$ cat src/rtl/fp_pkg.sv
// Shared types and constants for the single-precision FP add unit.
// Holds the sequencer state encoding plus the operand unpack/classify helpers.
package fp_pkg;

  localparam logic [31:0] FP_QNAN    = 32'h7FC0_0000;
  localparam logic [31:0] FP_POS_INF = 32'h7F80_0000;
  localparam int EXP_W     = 8;
  localparam int MAN_W     = 23;
  localparam int EXP_MAX   = 255;
  localparam int MAX_SHIFT = 26;

  typedef enum logic [2:0] {
    ST_IDLE,
    ST_UNPACK,
    ST_ALIGN,
    ST_ADD,
    ST_NORM,
    ST_DONE
  } state_t;

  typedef struct packed {
    logic             sign;
    logic [EXP_W-1:0] exp;
    logic [MAN_W:0]   man;
  } fp_unp_t;

  typedef struct packed {
    logic nan;
    logic inf;
  } fp_cls_t;

  // Exponent 0 covers zeros and denormals; both flush to a signed zero.
  function automatic fp_unp_t fp_unpack(input logic [31:0] x);
    fp_unp_t u;
    u.sign = x[31];
    u.exp  = x[30:23];
    u.man  = (x[30:23] == '0) ? '0 : {1'b1, x[22:0]};
    return u;
  endfunction

  function automatic fp_cls_t fp_classify(input logic [31:0] x);
    fp_cls_t c;
    c.nan = (x[30:23] == 8'hFF) && (x[22:0] != '0);
    c.inf = (x[30:23] == 8'hFF) && (x[22:0] == '0);
    return c;
  endfunction

endpackage

$ cat src/rtl/fp_add_unit_lzc24.sv
// Combinational leading-zero counter over a 24-bit mantissa.
// An all-zero input reports 24.
module fp_add_unit_lzc24 (
  input  logic [23:0] value,
  output logic [4:0]  count
);

  // Ascending scan so the highest set bit has the final say.
  always_comb begin
    count = 5'd24;
    for (int i = 0; i < 24; i++) begin
      if (value[i]) count = 5'(23 - i);
    end
  end

endmodule

$ cat src/rtl/fp_add_unit.sv
// Multi-cycle IEEE-754 single-precision adder with truncation and flush-to-zero.
// Sequence IDLE->UNPACK->ALIGN->ADD->NORM->DONE; one write-back pulse per operation.
module fp_add_unit
  import fp_pkg::*;
#(
  parameter int REG_AW = 5
) (
  input  logic              clk,
  input  logic              rst,
  input  logic              start,
  input  logic [31:0]       fs,
  input  logic [31:0]       ft,
  input  logic [REG_AW-1:0] fd,
  output logic              busy,
  output logic              done,
  output logic [31:0]       result,
  output logic              wr_en,
  output logic [REG_AW-1:0] wr_addr
);

  state_t       state;
  logic [31:0]  fs_q, ft_q;
  fp_unp_t      ua, ub;
  logic         spec_vld;
  logic [31:0]  spec_val;
  logic         big_s, eff_sub;
  logic [7:0]   big_e;
  logic [23:0]  big_m, sm_m;
  logic [24:0]  sum;
  logic         sum_s;
  logic [7:0]   sum_e;

  // Unpack stage: split operands and resolve special-value outcomes early.
  fp_unp_t ua_c, ub_c;
  fp_cls_t ca_c, cb_c;
  logic        spec_vld_c;
  logic [31:0] spec_val_c;

  always_comb begin
    ua_c = fp_unpack(fs_q);
    ub_c = fp_unpack(ft_q);
    ca_c = fp_classify(fs_q);
    cb_c = fp_classify(ft_q);
    spec_vld_c = 1'b1;
    spec_val_c = FP_QNAN;
    if (ca_c.nan || cb_c.nan) begin
      spec_val_c = FP_QNAN;
    end else if (ca_c.inf && cb_c.inf) begin
      spec_val_c = (ua_c.sign != ub_c.sign) ? FP_QNAN : (FP_POS_INF | {ua_c.sign, 31'd0});
    end else if (ca_c.inf) begin
      spec_val_c = FP_POS_INF | {ua_c.sign, 31'd0};
    end else if (cb_c.inf) begin
      spec_val_c = FP_POS_INF | {ub_c.sign, 31'd0};
    end else if (ua_c.man == '0 && ub_c.man == '0) begin
      spec_val_c = {ua_c.sign & ub_c.sign, 31'd0};
    end else begin
      spec_vld_c = 1'b0;
    end
  end

  // Align stage: larger magnitude becomes A; the smaller mantissa is shifted down.
  logic        a_ge_b;
  fp_unp_t     big_c, small_c;
  logic [7:0]  diff_c;
  logic [23:0] sm_m_c;

  always_comb begin
    a_ge_b  = {ua.exp, ua.man} >= {ub.exp, ub.man};
    big_c   = a_ge_b ? ua : ub;
    small_c = a_ge_b ? ub : ua;
    diff_c  = big_c.exp - small_c.exp;
    sm_m_c  = (diff_c >= 8'(MAX_SHIFT)) ? '0 : (small_c.man >> diff_c);
  end

  // Add stage: the ordering guarantees the difference is never negative.
  logic [24:0] sum_c;
  assign sum_c = eff_sub ? ({1'b0, big_m} - {1'b0, sm_m}) : ({1'b0, big_m} + {1'b0, sm_m});

  // Normalize stage.
  logic [4:0]        lzc;
  logic signed [9:0] e_n;
  logic [22:0]       m_n;
  logic [31:0]       norm_res;

  fp_add_unit_lzc24 u_lzc (
    .value (sum[23:0]),
    .count (lzc)
  );

  always_comb begin
    if (sum[24]) begin
      m_n = sum[23:1];
      e_n = $signed({2'b00, sum_e}) + 10'sd1;
    end else begin
      m_n = sum[22:0] << lzc;
      e_n = $signed({2'b00, sum_e}) - $signed({5'd0, lzc});
    end
    if (spec_vld)
      norm_res = spec_val;
    else if (sum == '0)
      norm_res = '0;
    else if (e_n >= 10'(EXP_MAX))
      norm_res = FP_POS_INF | {sum_s, 31'd0};
    else if (e_n <= 10'sd0)
      norm_res = '0;
    else
      norm_res = {sum_s, e_n[7:0], m_n};
  end

  always_ff @(posedge clk or posedge rst) begin
    if (rst) begin
      state    <= ST_IDLE;
      busy     <= 1'b0;
      done     <= 1'b0;
      result   <= '0;
      wr_addr  <= '0;
      fs_q     <= '0;
      ft_q     <= '0;
      ua       <= '0;
      ub       <= '0;
      spec_vld <= 1'b0;
      spec_val <= '0;
      big_s    <= 1'b0;
      eff_sub  <= 1'b0;
      big_e    <= '0;
      big_m    <= '0;
      sm_m     <= '0;
      sum      <= '0;
      sum_s    <= 1'b0;
      sum_e    <= '0;
    end else begin
      case (state)
        ST_IDLE: begin
          if (start) begin
            fs_q    <= fs;
            ft_q    <= ft;
            wr_addr <= fd;
            busy    <= 1'b1;
            state   <= ST_UNPACK;
          end
        end
        ST_UNPACK: begin
          ua       <= ua_c;
          ub       <= ub_c;
          spec_vld <= spec_vld_c;
          spec_val <= spec_val_c;
          state    <= ST_ALIGN;
        end
        ST_ALIGN: begin
          big_s   <= big_c.sign;
          big_e   <= big_c.exp;
          big_m   <= big_c.man;
          sm_m    <= sm_m_c;
          eff_sub <= ua.sign ^ ub.sign;
          state   <= ST_ADD;
        end
        ST_ADD: begin
          sum   <= sum_c;
          sum_s <= big_s;
          sum_e <= big_e;
          state <= ST_NORM;
        end
        ST_NORM: begin
          result <= norm_res;
          done   <= 1'b1;
          state  <= ST_DONE;
        end
        ST_DONE: begin
          done  <= 1'b0;
          busy  <= 1'b0;
          state <= ST_IDLE;
        end
        default: state <= ST_IDLE;
      endcase
    end
  end

  assign wr_en = done;

endmodule

$ cat config.mk
export PLATFORM = sky130hd
export DESIGN_NAME = fp_add_unit
export DESIGN_NICKNAME = d
export VERILOG_FILES = /design/src/rtl/fp_pkg.sv /design/src/rtl/fp_add_unit_lzc24.sv /design/src/rtl/fp_add_unit.sv
export SDC_FILE = /design/constraint.sdc
export NUM_CORES = 1
export LEC_CHECK = 0
export CELL_PAD_IN_SITES_DETAIL_PLACEMENT = 0
export CELL_PAD_IN_SITES_GLOBAL_PLACEMENT = 1
export CORE_MARGIN = 2
export CORE_UTILIZATION = 47
export DETAILED_ROUTE_END_ITERATION = 8
export PLACE_DENSITY = 0.93
export SYNTH_ARGS = -nofsm -noshare
export SYNTH_HDL_FRONTEND = slang
export SYNTH_SLANG_ARGS = --single-unit
export TNS_END_PERCENT = 50
$ cat constraint.sdc
create_clock -name clk -period 10.27 [get_ports clk]
set_input_delay 2.054 -clock clk [delete_from_list [all_inputs] [get_ports clk]]
set_output_delay 2.054 -clock clk [all_outputs]
set_load 0.03 [all_outputs]
==> results of run 1 <==
==> layer usage <==
| metal | global-route usage, % | part of all wire (%) | up-vias |
|---|---|---|---|
| met5 | 0 | 0 | - |
| met4 | 8.62 | 3.4 | 0 |
| met3 | 3.00 | 4.3 | 89 |
| met2 | 40.0 | 48 | 374 |
| met1 | 32.2 | 45 | 6680 |
| li1 | - | - | 6668 |
==> worst max-delay path, cell delays in order (launching register included) <==
cell and delay, ps:
dfrtp_1 470, nor2_1 80, o31ai_1 230, a211oi_1 120, o31ai_1 250, a211oi_1 140, o21a_1 280, nor2_2 520
inv_2 340, ha_1 370, nor2b_1 130, o21ai_0 180, a21boi_0 140, o21ai_0 250, nand2_1 80, nor3_1 160
a31oi_1 80, xnor2_1 280, o41a_1 220, and3_1 770, nand2_1 300, o31ai_1 310
==> state kept, by name, indices dropped and copies added (netlist names), 3 cells and up <==
signal	flops
fs_q	32
state	3
ft_q	32
sm_m	24
sum	25
ub	33
ua	33
big_m	24
sum_e	8
big_e	8
wr_addr	5
spec_val	3
result	32
==> final timing paths <==
| path | endpoint | cells past startpoint |
|---|---|---|
| max reg2reg | result[15] | 21 |
| max in group asynchronous | ua[18] | 3 |
| min reg2reg | big_e[5] | 2 |
| min in group asynchronous | result[1] | 2 |
| min | big_e[5] | 2 |
| max | result[15] | 21 |
==> synthesized netlist by cell type (all sizes together) (8+ instances only) <==
library cell,n
a211oi,16
a21o,14
a21oi,90
a22o,18
a22oi,9
a31oi,11
a32oi,8
and2,10
and3,12
buf,32
clkbuf,78
dfrtp,268
ha,66
inv,68
mux2,95
mux2i,87
mux4,13
nand2,286
nand2b,15
nand3,37
nand4,16
nor2,107
nor2b,13
nor3,33
nor4,21
o211ai,14
o21ai,160
o22ai,40
o31ai,15
or3,10
xnor2,39
xor2,16
==> cell usage in the layout, fill, tap and decap left out, drive strengths merged, types with 17 or more instances in the layout <==
master         synthesis  routed
dfrtp                268     268
xnor2                 39      39
nor3                  33      33
ha                    66      66
nor4                  21      21
mux2                  95      95
nand2                286     286
buf                   32      17
nand3                 37      37
o22ai                 40      40
a22o                  18      18
mux2i                 87      87
clkdlybuf4s50          0     111
a21oi                 90      90
o21ai                160     160
inv                   68      70
nor2                 107     107
clkbuf                78      36
==> layout make-up <==
cell class,count,share of cell area [%]
Multi-Input combinational cell,1369,48.6
Sequential cell,268,34.7
Timing Repair Buffer,128,6.42
Clock buffer,36,4.27
Tap cell,461,2.99
Clock inverter,18,1.58
Inverter,68,1.36
==> kinds of logic after synthesis <==
family	count (synthesis)	synth area share (%)
adder cells (fa/ha/maj)	68	5.14
flip-flops	268	39.8
AND/OR/NAND/NOR	584	16.0
multiplexers	195	13.5
buffers and inverters	178	4.53
AO/OA/AOI/OAI	467	18.1
XOR/XNOR	55	2.90
==> metrics by stage <==
step / util [%] / hold slack, ps / instance area (um2) / cells
global route: 54.5 / 520 / 19300 / 2348
global placement: 51.3 / 460 / 18200 / 2294
finish: 54.5 / 480 / 19300 / 2348
detailed placement: 51.3 / 471 / 18200 / 2294
floorplan: - / 446 / 16800 / 1815
CTS: 54.5 / 488 / 19300 / 2348
==> flow_summary_export.csv, run 1 <==
group,metric,value,unit
sta,period_share,56.5,%
cts,postCtsSetupRepairBufs,0,
cells_and_area,syn_to_final_growth,14.6,%
synth,synth_edf_count,0,
routing,firstDrtPassIters,8,
synth,syn_area,0.0168,mm2
sta,final.setup_skew,19.8,ps
critical_path,critPathArrivalTime,6270,ps
critical_path,critical_path.reg2reg.startpoint,"sum[1]",
cts,cts.hold.buffers_added,0,
routing,drt-initial-drc-count,869,
synth,synth_nets,1955,
cts,path_clk_slew,60,ps
synth,seq_area_frac_synth,39.8,%
die,fp.dieW,193,um
sta,worst_slack,4470,ps
cells_and_area,regArea,0.00671,mm2
cells_and_area,drive_above_1_share,11.8,%
die,pin_count,112,
critical_path,worstSetupStartpoint,"sum[1]",
cts,clk_path_buf_depth,3,
sta,finalSetupViolCount,0,
global_route,grt.overflow.total,0,
synth,synthDominantCellAreaShare,39.8,%
cells_and_area,n_fill_cell,3147,
place,dp_hpwl,32900,um
sta,tns,0,ps
critical_path,critical_path_required,10740,ps
cells_and_area,multi_input_area,0.00939,mm2
die,num_rows,69,
synth,synth_top_cells_by_area,"dfrtp_1 (40%), nand2_1 (6.3%), mux2_2 (6.2%)",
routing,vias,13800,
global_route,grt_pass1_wl,74300,um
synth,syn-mean-instance-area,9.28,um2
synth,yosysUniqueCellTypes,101,
synth,yosys.area.top_type,"dfrtp_1",
routing,drc,0,
sta,final.min_clock_period,5800,ps
cts,cts_tree,"yes",
routing,ant_nets,0,
place,preCtsSetupSlack,4510,ps
sta,fmax,172,MHz
cts,cts_htree_levels,1,
worst_hold_path,hold_path_class,"reg -> reg",
global_route,grt_max_degree,123,
place,place_congestion,0.948,
place,io_buffers,111,
worst_hold_path,hold_start,"big_e[5]",
critical_path,endpoint_kind,"register",
global_route,grt_pass1_vias,13800,
global_route,antenna_found_initial,0,
global_route,grtUsageTotal,24.0,%
cts,clkSinkCount,268,
critical_path,regToRegSetupSlack,4470,ps
sta,worstMarginPinSlew,1120,ps
critical_path,crit_path_start_kind,"register",
sta,max-slew-margin-rel,24.7,%
sta,slew_viol_final,0,
synth,synthCells,1815,
routing,finalWirelength,44500,um
critical_path,path_class,"reg -> reg",
cts,root_buffer,"clkbuf_16",
synth,ys_warn_count,0,
cells_and_area,diodes,0,
die,initial_core_util,47.6,%
cells_and_area,final_nets,2005,
status,status,"completed",
sta,hold_violations,0,
cts,clk_latency,580,ps
synth,async_reset_ff_share,100,%
routing,viasPerCell,5.88,
cts,post_cts_resized,0,
die,die_y,193,um
synth,ys_ff_latch,268,
run,cap_viol_max_count,0,
routing,wire_per_inst,19.0,um
synth,ys.flop_type,"dfrtp_1",
die,fp.dieArea,0.0374,mm2
die,core_area,0.0354,mm2
sta,rsz0062_at_grt,"false",
critical_path,path_max_fanout,24,
cts,numCtsBuffers,30,
Power of run 1 is left out: the tool's default activity adds up to more than one toggle a clock period on the data nets, which glitch-free logic cannot reach.
==> run 2: changes to the inputs <==
==> constraint.sdc (replaced) <==
create_clock -name clk -period 5.9 [get_ports clk]
set_input_delay 1.18 -clock clk [delete_from_list [all_inputs] [get_ports clk]]
set_output_delay 1.18 -clock clk [all_outputs]
set_load 0.03 [all_outputs]
==> flow_summary_export.csv, run 2 (synthesis gave the netlist of run 1 again) <==
group,metric,value,unit
die,initial_core_util,47.6,%
critical_path,worst-path-buf-inv,2,
critical_path,worstRegToRegCells,22,
critical_path,slowest_delay,470,ps
global_route,grt_pass1_wl,72600,um
sta,final.min_clock_period,5020,ps
cts,postCtsSetupRepairBufs,0,
sta,slew_viol_final,0,
sta,max-slew-margin-rel,30.6,%
cts,cts_htree_levels,1,
die,die_y,193,um
die,pin_count,112,
critical_path,critPathArrivalTime,5470,ps
sta,hold_violations,0,
die,num_rows,69,
run,cap_viol_max_count,0,
critical_path,cp_slowest_cell,"nor2_2",
place,dp_hpwl,32600,um
sta,finalSetupViolCount,0,
cts,clk_latency,580,ps
cells_and_area,final_common_cell,"nand2_1",
cts,cts.hold.buffers_added,0,
routing,drc,0,
cts,clk_path_buf_depth,3,
cells_and_area,reg_top3,"ua (33), ub (33)",
critical_path,cp_top_family,"compound AO/OA/AOI/OAI gates",
cts,post_cts_resized,0,
cts,numCtsBuffers,30,
cells_and_area,syn_to_final_growth,14.3,%
critical_path,r2r_end,"result[12]",
cells_and_area,utilization,54.4,%
critical_path,path_class,"reg -> reg",
routing,wire_per_inst,18.7,um
global_route,grtUsageTotal,23.5,%
worst_hold_path,hold_path_class,"reg -> reg",
worst_hold_path,holdPathEnd,"result[30]",
place,io_buffers,111,
critical_path,critical_path_required,6350,ps
critical_path,crit_path_start_kind,"register",
sta,final.setup_skew,10.1,ps
routing,vias,13800,
global_route,grt_max_degree,143,
critical_path,path_depth,22,
sta,period_share,85.0,%
global_route,grt_pass1_vias,13700,
sta,tns,0,ps
routing,ant_nets,0,
cts,clkSinkCount,268,
critical_path,critical_path.reg2reg.startpoint,"sum[1]",
sta,rsz0062_at_grt,"false",
critical_path,crit_chain,"nor2_1 > o31ai_1 > a211oi_1 > o31ai_1 > a211oi_1 > o21a_1 > nor2_2 > inv_2 > ha_1 > nor2b_1 > o21ai_0 > a21boi_0 > o21ai_0 > nand2_1 > nor3_1 > a31oi_1 > xnor2_1 > o41a_1 > and3_1 > buf_4 > a32oi_1 > o21ai_0",
die,fp.dieW,193,um
cells_and_area,drive_above_1_share,12.1,%
critical_path,path_max_fanout,15,
critical_path,endpoint_kind,"register",
worst_hold_path,hold_depth,2,
cts,root_buffer,"clkbuf_16",
sta,fmax,199,MHz
cells_and_area,n_fill_cell,3203,
cts,cts_tree,"yes",
cts,path_clk_slew,60,ps
routing,viasPerCell,5.84,
status,status,"completed",
cells_and_area,final_nets,2016,
critical_path,regToRegSetupSlack,880,ps
die,core_area,0.0354,mm2
cells_and_area,mostFrequentLayoutCells,"nand2_1 (284), dfrtp_1 (268), o21ai_0 (145), clkdlybuf4s50_1 (111), nor2_1 (104)",
cells_and_area,diodes,0,
place,place_congestion,0.951,
routing,finalWirelength,44100,um
sta,finalHoldWorstSlack,486,ps
global_route,grt.overflow.total,0,
critical_path,path_common_cell,"o21ai_0",
worst_hold_path,hold_start,"result[30]",
die,fp.dieArea,0.0374,mm2
routing,firstDrtPassIters,7,
global_route,antenna_found_initial,0,
routing,drt-initial-drc-count,850,
sta,worstMarginPinSlew,1030,ps
-- run 2: metal layers --
layer | vias to the layer above | share of wire, % | wire [um] | track usage (%)
li1 | 6698 | - | - | -
met1 | 6590 | 44 | 19500 | 31.6
met2 | 385 | 48 | 21000 | 39.2
met3 | 88 | 4.7 | 2080 | 3.12
met4 | 0 | 3.2 | 1420 | 7.92
met5 | - | 0 | 0 | 0
-- run 2: worst max-delay path by stage --
stage | from | to | slack (ps)
3_5_place_dp | sum[1] | result[7] | 960
6_report | sum[1] | result[12] | 880
3_3_place_gp | sum[1] | result[7] | 1000
5_1_grt | sum[1] | result[19] | 340
2_1_floorplan | ua[30] | sm_m[6] | 1110
4_1_cts | sum[1] | result[19] | 930
-- run 2: cell type report --
class / instances / area (um2) / area share [%]
Clock buffer: 43 / 891 / 4.63
Clock inverter: 9 / 103 / 0.533
Inverter: 68 / 259 / 1.34
Multi-Input combinational cell: 1369 / 9390 / 48.8
Sequential cell: 268 / 6710 / 34.8
Tap cell: 461 / 577 / 3.00
Timing Repair Buffer: 139 / 1330 / 6.93
-- run 2: worst register-to-register path: cells and delay by family, from the launching register on --
kind | cells | cell delay [ps]
xor gates and xnor gates | 1 | 190
AOI/OAI and AO/OA | 12 | 2340
buffers and inverters | 2 | 390
DFF | 1 | 450
adders and majority gates | 1 | 290
and+or+nand+nor | 6 | 1230
-- run 2: per-stage QoR --
stage          cells  setup slack [ps]  instance area [um2]
5_1_grt         2357               341                19300
3_3_place_gp    2305              1000                18300
6_report        2357               883                19300
3_5_place_dp    2305               960                18300
4_1_cts         2357               930                19300
2_1_floorplan   1815              1110                16800
Power of run 2 is left out for the same reason.
==> edit 1: new RTL, settings of run 1 <==
Register the output `result` once more; this adds one clock of latency there. The other outputs are not delayed to match.
--- a/src/rtl/fp_add_unit.sv
+++ b/src/rtl/fp_add_unit.sv
@@ -19,2 +19,4 @@
 );
+
+  logic [31:0] result_s0;
 
@@ -114,3 +116,3 @@
       done     <= 1'b0;
-      result   <= '0;
+      result_s0 <= '0;
       wr_addr  <= '0;
@@ -163,3 +165,3 @@
         ST_NORM: begin
-          result <= norm_res;
+          result_s0 <= norm_res;
           done   <= 1'b1;
@@ -179,2 +181,6 @@
 
+  always_ff @(posedge clk) begin
+    result <= result_s0;
+  end
+
 endmodule
Formal check against the unedited RTL: no difference found for any inputs over 4 cycles, from zero or initial values and one cycle with rst high; that may be too few to reach the edited logic, so the function may still have changed.
==> edit 1 against run 1 <==
Count of clock-buffer cells in the layout up 14; final area increased by 2.5%; wire length decreased by 5.7%; setup slack got worse by 0.073 ns; via count decreased by 2.5%; area after synthesis is 2.9% higher; sequential cell count grew 32; hold slack lost 0.11 ns; critical endpoint is now result_s0[9]; largest cell class unchanged.
Power is not shown: default switching activity piles up to over one toggle a cycle in this logic, so the estimate is an artifact.
==> edit 1: results (changes against run 1) <==
* Status: complete, no violations
* Reg-to-Reg End: result_s0[9]
* Worst Path Arrival at 6.34 ns (+0.07 ns)
* Drt pass-1 iters at 5 (-3)
* Area after DPL at 18700 sq um (+2.9%)
* Post CTS Setup Buffer Count at 0 (unchanged)
* Asr flop ratio synth at 89.33% (-11 points)
* CTS-repair resized insts at 0 (unchanged)
* Proportion of layout cells with a drive suffix above 1 at 11.25% (-0.56 points)
* Worst setup startpoint: sum[0]
* Hold endpoint: result[11]
* Placed insts at 2273 (-0.92%)
* Sequential share of the synthesized area at 42.40% (+2.6 points)
* Minimum clock period at 5.878 ns (+0.07315 ns)
* Via density at 5.772 (-1.9%)
* Worst hold stages at 0 (-2)
* First-pass GRT wire length at 70200 microns (-5.5%)
* Worst-Skew Late Latency at 0.55 ns (-0.03 ns)
* Critical path peak fanout at 23 (-4.2%)
* CTS Root Cell: clkbuf_16
* Min Hold Slack at 0.3674 ns (-0.1127 ns)
* CP max stage delay at 0.63 ns (-0.14 ns)
* Top cells by count, synth: dfrtp_1 (268), nand2_1 (266), o21ai_0 (152), mux2i_1 (134), nor2_1 (88)
* Final wirelength at 41980 microns (-5.7%)
* Largest cells by area after synthesis: dfrtp_1 (39%), mux2i_1 (7.7%), nand2_1 (5.8%), mux2_2 (5.6%), ha_1 (4.8%)
* DP Wirelength at 30670 microns (-6.7%)
* Synthesized net count at 1930 (-1.3%)
* Worst Max-Slew Pin Slew at 0.9714 ns (-0.1483 ns)
* Hold Path Origin: result_s0[11]
* Gr usage total at 22.48% (-1.5 points)
* Fillers at 3258 (+3.5%)
* DRT iter0 DRCs at 922 (+6.1%)
* Adder-Cell Fraction of Synth Area at 4.997% (-0.14 points)
* Drt wl/cell at 17.99 microns (-5.2%)
* Portion of netlist area occupied by mux cells at 16.06% (+2.6 points)
* Routed Antenna Nets at 0 (unchanged)
* Final Skew at 0.02380 ns (+0.003975 ns)
* Vias in the first global route at 13454 (-2.7%)
* Post-place setup slack at 4.495 ns (-0.01045 ns)
* Compound-Gate Fraction of Synth Area at 15.15% (-3.0 points)
* Antenna violations before repair at 0 (unchanged)
* Cell area after layout at 19800 sq um (+2.5%)
* Largest net degree at the start of global routing at 131 (+6.5%)
* CP max stage cell: and2_1
* Nets at 1982 (-1.1%)
* Num CTS Buffers at 35 (+17%)
* Avg Synthesized Cell Area at 9.680 sq um (+4.3%)
* Slack of the worst reg-to-reg path at 4.39 ns (-0.07 ns)
* Kind of cell adding the most delay to the critical path: simple AND/OR/NAND/NOR gates
* Xor/xnor share of the synthesized area at 2.722% (-0.18 points)
* Synth unique cells at 82 (-19%)
* RePlAce Congestion at 0.8923 (-5.9%)
==> edit 1: how the worst max path moves through the flow <==
stage	endpoint	cells after the start
floorplan	big_e[0]	1
global placement	result_s0[9]	21
detailed placement	result_s0[15]	21
CTS	result_s0[15]	21
global route	result_s0[9]	21
finish	result_s0[9]	21
==> edit 1: cell type report <==
| class | instances | area share [%] |
|---|---|---|
| clock inverters | 11 | 0.5309 |
| well taps | 468 | 2.958 |
| flip-flops and latches | 300 | 37.12 |
| inverters | 71 | 1.384 |
| multi-input cells | 1305 | 46.70 |
| clock buffers | 50 | 5.012 |
| repair buffers | 129 | 6.295 |
==> edit 1: cells by family (layout without fill, tap and decap cells) <==
group,after synthesis,count (layout)
compound gates,404,404
xor+xnor,53,53
fa+ha+maj,68,68
buf+inv,185,261
flops,300,300
mux,241,241
simple gates,539,539
==> edit 1: layer usage <==
layer	up-vias	track usage (%)	part of all wire [%]
li1	6555	-	-
met1	6513	30.41	46
met2	328	36.62	46
met3	76	3.352	4.3
met4	0	8.726	3.3
met5	-	0	0
==> edit 2: new RTL, flow settings as in run 1 <==
Without the edit above. Set the package constant `MAX_SHIFT` to 13 (it was 26).
--- a/src/rtl/fp_pkg.sv
+++ b/src/rtl/fp_pkg.sv
@@ -9,3 +9,3 @@
   localparam int EXP_MAX   = 255;
-  localparam int MAX_SHIFT = 26;
+  localparam int MAX_SHIFT = 13;
 
Behaviour: same outputs for any inputs over 4 cycles, from zero or initial values and one cycle with rst high; that may be too few to reach the edited logic, so the function may still have changed.
==> edit 2 against run 1 <==
Critical path depth up 1; wire length down 4.4%; final area decreased by 1.5%; clock skew is 0.026 ns higher; global-route usage is 0.40 points lower; setup slack worse by 0.28 ns; via count decreased by 2.2%; synthesized cell count is 1.7% lower; sequential cell count did not move; area after synthesis down 2.2%; critical path type unchanged; largest cell class unchanged.
Power is left out: the tool's default activity adds up to more than one toggle a clock period on the data nets, which glitch-free logic cannot reach.
==> edit 2: results (changes against run 1) <==
* DRC viols at 0 (unchanged)
* CP max stage cell: and3_1
* Vias in the first global route at 13105 (-5.3%)
* CP max stage delay at 0.85 ns (+0.08 ns)
* Worst Path Arrival at 6.55 ns (+0.28 ns)
* Status: complete, no violations
* Worst hold stages at 2 (unchanged)
* Antenna violations before repair at 0 (unchanged)
* Asr flop ratio synth at 100.0% (unchanged)
* Nets at 1969 (-1.8%)
* IO buf count at 111 (unchanged)
* Largest cells by area after synthesis: dfrtp_1 (41%), mux2i_1 (7.5%), mux2_2 (6.1%), nand2_1 (5.9%), ha_1 (5.0%)
* CTS Root Cell: clkbuf_16
* Kind of cell adding the most delay to the critical path: compound AO/OA/AOI/OAI gates
* Adder-Cell Fraction of Synth Area at 5.255% (+0.11 points)
* Ant. Diodes at 0 (unchanged)
* Worst Max-Slew Pin Slew at 1.094 ns (-0.02561 ns)
* Worst-Skew Late Latency at 0.59 ns
* DR vias at 13505 (-2.2%)
* Largest net degree at the start of global routing at 153 (+24%)
* DRT iter0 DRCs at 925 (+6.4%)
* Gr usage total at 23.57% (-0.40 points)
* Clock tree buffer depth at 3 (unchanged)
* Final Skew at 0.04583 ns (+0.02601 ns)
* Worst hold-check path type: flip-flop to flip-flop
* RePlAce Congestion at 0.9041 (-4.6%)
* Drt pass-1 iters at 7 (-1)
* Biggest regs: ua (33), ub (33)
* First-pass GRT wire length at 70220 microns (-5.4%)
* Sequential share of the synthesized area at 40.70% (+0.89 points)
* Portion of netlist area occupied by mux cells at 14.85% (+1.4 points)
* H-tree lvl count at 1 (unchanged)
* Synthesized net count at 1924 (-1.6%)
* Top cells by count, synth: dfrtp_1 (268), nand2_1 (257), o21ai_0 (152), mux2i_1 (124), nor2_1 (103)
* Post-place setup slack at 4.314 ns (-0.1916 ns)
* Drt wl/cell at 18.45 microns (-2.7%)
* Compound-Gate Fraction of Synth Area at 16.98% (-1.2 points)
* Proportion of layout cells with a drive suffix above 1 at 9.989% (-1.8 points)
* Post CTS Setup Buffer Count at 0 (unchanged)
* Synth unique cells at 72 (-29%)
* Xor/xnor share of the synthesized area at 3.030% (+0.13 points)
* Synth Warn # at 0 (unchanged)
* CTS-repair resized insts at 0 (unchanged)
* Critical path peak fanout at 27 (+13%)
* CTS clk-pin slew, worst paths at 0.06 ns (about the same)
* DP Wirelength at 31270 microns (-4.9%)
* Num CTS Buffers at 30 (unchanged)
edit 2: cell count changes in the layout (fill, tap and decap cells not counted), moves of 8 or more:
cell	change
nor3_1	-11
o22ai_1	-10
a211oi_1	+14
mux2i_1	+41
or4_1	+8
nand2_1	-27
o21ai_1	-9
edit 2: logic make-up after synthesis:
logic type,after synthesis
adders and majority gates,68
buffers and inverters,186
muxes,222
DFF,268
xor gates and xnor gates,57
and+or+nand+nor,540
AOI/OAI and AO/OA,443
edit 2: metrics by stage:
step	std cells	util [%]	instance area, sq um	hold WS, ns
6_report	2307	55.03	19010	0.4740
2_1_floorplan	1784	-	16480	0.4460
4_1_cts	2307	55.03	19010	0.4831
3_5_place_dp	2252	51.80	17890	0.4700
5_1_grt	2307	55.03	19010	0.4977
3_3_place_gp	2252	51.80	17890	0.4601
edit 2: final timing paths:
path	slack (ns)	to	start
worst max-delay path	4.18	result[15]	sum[1]
worst min-delay path	0.47	result[8]	result[8]
worst max register to register	4.18	result[15]	sum[1]
worst min register to register	0.47	result[8]	result[8]
max in group asynchronous	6.85	result[9]	rst
min in group asynchronous	2.03	fs_q[13]	rst
edit 2: cell type report:
| type | instances | area [sq um] |
|---|---|---|
| clock inverters | 11 | 210.2 |
| flip-flops and latches | 268 | 6706 |
| well taps | 455 | 569.3 |
| fillers | 3096 | 15530 |
| clock buffers | 44 | 903.4 |
| inverters | 71 | 274.0 |
| multi-input cells | 1330 | 9094 |
| repair buffers | 128 | 1251 |
edit 2: routing by layer:
metal	global-route usage [%]	wire [microns]	up-vias
li1	-	-	6528
met4	8.018	1550	0
met5	0	0	-
met3	2.258	1770	88
met1	31.96	19160	6517
met2	39.53	20080	372
